$ cat src/rtl/mem_arbiter.sv
// Two-master arbiter sharing one single-port memory between instruction fetch and load/store.
// Load/store has priority; fetch wins once it has been denied STARVE_MAX consecutive cycles.
module mem_arbiter #(
  parameter int STARVE_MAX = 4
) (
  input  logic        clk_i,
  input  logic        rst_i,
  input  logic        if_req_i,
  input  logic [31:0] if_addr_i,
  output logic        if_gnt_o,
  output logic        if_rvalid_o,
  output logic [31:0] if_rdata_o,
  input  logic        ls_req_i,
  input  logic        ls_we_i,
  input  logic [31:0] ls_addr_i,
  input  logic [31:0] ls_wdata_i,
  input  logic [3:0]  ls_be_i,
  output logic        ls_gnt_o,
  output logic        ls_rvalid_o,
  output logic [31:0] ls_rdata_o,
  output logic        mem_en_o,
  output logic        mem_we_o,
  output logic [31:0] mem_addr_o,
  output logic [31:0] mem_wdata_o,
  output logic [3:0]  mem_be_o,
  input  logic [31:0] mem_rdata_i,
  output logic [1:0]  owner_state,
  output logic [3:0]  starve_cnt
);

  // Handshake: a request is accepted in the cycle its gnt is high (req and payload held
  // stable until then); read data is returned exactly one cycle later, qualified by rvalid.

  typedef enum logic [1:0] {
    OWN_NONE = 2'd0,
    OWN_IF   = 2'd1,
    OWN_LS   = 2'd2
  } owner_t;

  localparam logic [3:0] STARVE_LIM = 4'(STARVE_MAX);

  owner_t     owner_q, owner_d;
  logic [3:0] starve_q, starve_d;

  // Byte-offset bits are dropped: the memory is word addressed.
  logic unused_addr_bits;
  assign unused_addr_bits = ^{if_addr_i[1:0], ls_addr_i[1:0]};

  always_ff @(posedge clk_i) begin
    if (rst_i) begin
      owner_q  <= OWN_NONE;
      starve_q <= 4'd0;
    end else begin
      owner_q  <= owner_d;
      starve_q <= starve_d;
    end
  end

  always_comb begin
    if_gnt_o    = 1'b0;
    ls_gnt_o    = 1'b0;
    mem_en_o    = 1'b0;
    mem_we_o    = 1'b0;
    mem_addr_o  = 32'd0;
    mem_wdata_o = 32'd0;
    mem_be_o    = 4'd0;
    owner_d     = OWN_NONE;
    starve_d    = 4'd0;

    if (!rst_i) begin
      if (if_req_i && (!ls_req_i || starve_q == STARVE_LIM)) begin
        if_gnt_o = 1'b1;
      end else if (ls_req_i) begin
        ls_gnt_o = 1'b1;
      end
    end

    if (if_gnt_o) begin
      mem_en_o   = 1'b1;
      mem_addr_o = {if_addr_i[31:2], 2'b00};
      owner_d    = OWN_IF;
    end else if (ls_gnt_o) begin
      mem_en_o   = 1'b1;
      mem_addr_o = {ls_addr_i[31:2], 2'b00};
      if (ls_we_i) begin
        mem_we_o    = 1'b1;
        mem_wdata_o = ls_wdata_i;
        mem_be_o    = ls_be_i;
      end else begin
        owner_d = OWN_LS;
      end
    end

    // Counts consecutive denied fetch cycles, holding at the limit.
    if (if_req_i && !if_gnt_o) begin
      starve_d = (starve_q < STARVE_LIM) ? starve_q + 4'd1 : starve_q;
    end
  end

  // Reset also masks a response still pending from the cycle before reset rose.
  assign if_rvalid_o = !rst_i && (owner_q == OWN_IF);
  assign ls_rvalid_o = !rst_i && (owner_q == OWN_LS);
  assign if_rdata_o  = if_rvalid_o ? mem_rdata_i : 32'd0;
  assign ls_rdata_o  = ls_rvalid_o ? mem_rdata_i : 32'd0;

  assign owner_state = owner_q;
  assign starve_cnt  = starve_q;

endmodule

$ cat config.mk
export PLATFORM = sky130hd
export DESIGN_NAME = mem_arbiter
export DESIGN_NICKNAME = d
export VERILOG_FILES = /design/src/rtl/mem_arbiter.sv
export SDC_FILE = /design/constraint.sdc
export NUM_CORES = 1
export LEC_CHECK = 0
export ABC_AREA = 1
export BUFFER_PORTS_ARGS = -buffer_cell sky130_fd_sc_hd__buf_2
export CORE_AREA = 2 2 108 110
export CTS_CLUSTER_DIAMETER = 60
export DETAILED_ROUTE_END_ITERATION = 8
export DIE_AREA = 0 0 110 112
export PLACE_DENSITY = 0.52
export SLEW_MARGIN = 40
export SYNTH_ARGS = -nofsm -noshare
export SYNTH_HDL_FRONTEND = slang
export SYNTH_SLANG_ARGS = --single-unit
$ cat constraint.sdc
create_clock -name clk_i -period 1.6 [get_ports clk_i]
set_input_delay 0.16 -clock clk_i [delete_from_list [all_inputs] [get_ports clk_i]]
set_output_delay 0.16 -clock clk_i [all_outputs]
set_load 0.005 [all_outputs]
==> results.py <==
metrics = {
    "synth": {
        "ys_types": 15,
        "ys_seq_area_frac": 0.0787,
        "ys_seq_elements": 6,
        "syn-instance-count": 336,
        "yosysWarnings": 0,
        "postSynthAreaPerCell_um2": 4.54,
        "syn_area_um2": 1530,
    },
    "placed_design": {
        "hpwl_um": 6620,
        "io_buffers": 274,
        "gp_congestion": 0.746,
        "detailedPlace.worstSlack_ps": 150,
    },
    "cts": {
        "htreeDepth": 1,
        "clk_latency_ps": 230,
        "holdBufCountCts": 0,
        "clockRootBuffer": "clkbuf_16",
        "clk_pin_slew_ps": 30,
        "numCtsBuffers": 3,
        "cts_tree": "built",
        "cts.path.max_buffers": 2,
        "cts.sinks": 6,
    },
    "global_routing": {
        "overflow": 0,
        "gr-usage-all-layers": 0.120,
        "grt_pass1_wl_um": 11800,
        "antenna_found_initial": 0,
        "grt_pass1_vias": 2542,
        "grt_max_degree": 34,
    },
    "floorplanning": {
        "dieArea_um2": 12300,
        "core_um2": 11200,
        "die_w_um": 110,
        "pin_count": 281,
        "rows": 39,
        "start_util": 0.137,
        "die_y_um": 112,
    },
    "timing": {
        "setup-tns-final_ps": -182,
        "hold_viol_final": 0,
        "fmax_mhz": 617,
        "fin_ws_ps": -21.3,
        "min_period_ps": 1620,
        "rsz0062_at_grt": "yes",
        "setup_viol": 23,
        "finalMaxSlewViolations": 0,
        "finalCritPeriodShare": 1.01,
        "finalClockSkew_ps": 2.92,
    },
    "layout": {
        "final_nets": 751,
        "utilization": 0.325,
        "fill_cells": 1292,
        "drive_gt1_frac": 0.593,
        "insertedDiodeCount": 0,
        "syn_to_final_growth_pct": 138,
    },
    "critical_path": {
        "end_kind": "primary output",
        "cp_data_arrival_time_ps": 1460,
        "critPathRequiredTime_ps": 1440,
        "path_cells": "inv_2 > ha_4 > nand4_1 > nand2_2 > buf_12 > clkbuf_16 > nor2_1 > buf_2",
        "crit_fanout": 5,
        "startpoint_type": "flip-flop",
        "cp_slowest_cell": "dfxtp_2",
        "max_stage_delay_ps": 320,
        "path_class": "flip-flop to primary output",
    },
    "status": {
        "outcome": "finished with violations",
        "violations": "setup timing",
    },
    "detailed_routing": {
        "wl_um": 8660,
        "wl_per_cell_um": 11.5,
        "ant_nets": 0,
        "drt_first_pass_iters": 4,
        "dr_total_vias": 3033,
        "drt_iter0_markers": 113,
        "viasPerCell": 4.03,
        "drc_errors": 0,
    },
    "power": {
        "peakVddDrop_uv": 438,
        "powerDensity_nw_per_um2": 322,
        "leakage_nw": 2.42,
    },
    "run": {
        "maxCapViolations": 0,
    },
    "hold_path": {
        "hold_path.class": "input port to flip-flop",
    },
}
## stage by stage
stage | instances | hold WS, ps | total power, mW | cell area (µm²)
after detailed placement | 738 | 458 | 0.697 | 3110
after CTS | 750 | 219 | 1.15 | 3380
after global placement | 738 | 440 | 0.696 | 3110
after global routing | 753 | 238 | 1.27 | 3630
final | 753 | 225 | 1.17 | 3630
after floorplan | 337 | 232 | 0.381 | 1530
## worst max-delay path, delay by kind of cell, from the launching register on
kind / cells / cell delay [ps]
fa+ha+maj: 1 / 150
flops: 1 / 320
buf+inv: 4 / 460
simple gates: 3 / 290
## worst paths after layout
check,cells past startpoint,slack [ps],end,start
worst max-delay path,8,-20,mem_be_o[2],starve_cnt[0]
worst min register to register,2,530,starve_cnt[3],starve_cnt[3]
worst max register to register,8,290,owner_state[1],starve_cnt[0]
worst min-delay path,2,220,owner_state[0],rst_i
## what timing repair did
action / CTS / global route
resized for setup: 14 / 48
hold endpoints to repair: 0 / 0
pin swaps: 3 / 9
setup endpoints to repair: 67 / 99
gates cloned: 4 / 2
buffers inserted: 5 / 2
## report_power, final
group	leakage [nW]	switching (mW)	internal [mW]	total, mW
Sequential	0.0497	0.00221	0.154	0.156
Clock	0.0370	0.0842	0.321	0.405
Combinational	2.33	0.298	0.308	0.606
Total	2.42	0.384	0.783	1.17
## final cells by class
class / instances / area [µm²] / share of cell area
Clock buffer: 3 / 75.1 / 0.0207
Tap cell: 143 / 179 / 0.0493
Multi-Input combinational cell: 258 / 1310 / 0.362
Sequential cell: 6 / 123 / 0.0338
Inverter: 45 / 169 / 0.0466
Timing Repair Buffer: 298 / 1770 / 0.488
## state kept, by name (all words and copies together) (netlist names)
register     flops
starve_cnt       4
owner_state      2
## cells in the final DEF, fill, tap and decap left out, types with 5 or more instances in the layout
cell         n
clkbuf_16    5
nor2_4       5
nand3_2     28
buf_12       7
nand3_1     35
buf_4        8
nor2_2      18
nor2_1      92
inv_1       41
buf_2      274
nand2_1     70
## logic make-up (layout without fill, tap and decap cells)
logic type	after synthesis	after routing	synth area share
other cells	1	2	0.00246
compound gates	2	2	0.00656
flops	6	6	0.0787
fa+ha+maj	2	2	0.0164
buf+inv	73	346	0.207
simple gates	252	252	0.689
## Yosys cell counts
master      n  area, µm²
nand4_1     1       6.26
nand2_1    73        274
conb_1      1       3.75
clkbuf_1    6       22.5
nand3_1    63        315
buf_4       3       22.5
nor2_1    105        394
ha_1        2       25.0
a21oi_1     2       10.0
nor2_2     10       62.6
buf_6       1       11.3
dfxtp_1     6        120
inv_2       2       7.51
inv_1      43        161
buf_2      18       90.1
## layer usage
metal / part of all wire / up-vias / track usage
li1: - / 1552 / -
met1: 0.38 / 1322 / 0.129
met2: 0.53 / 157 / 0.243
met3: 0.090 / 2 / 0.0181
met4: 0.00092 / 0 / 0.0143
met5: 0 / - / 0
Note: power is estimated with default switching activity, not from simulation.
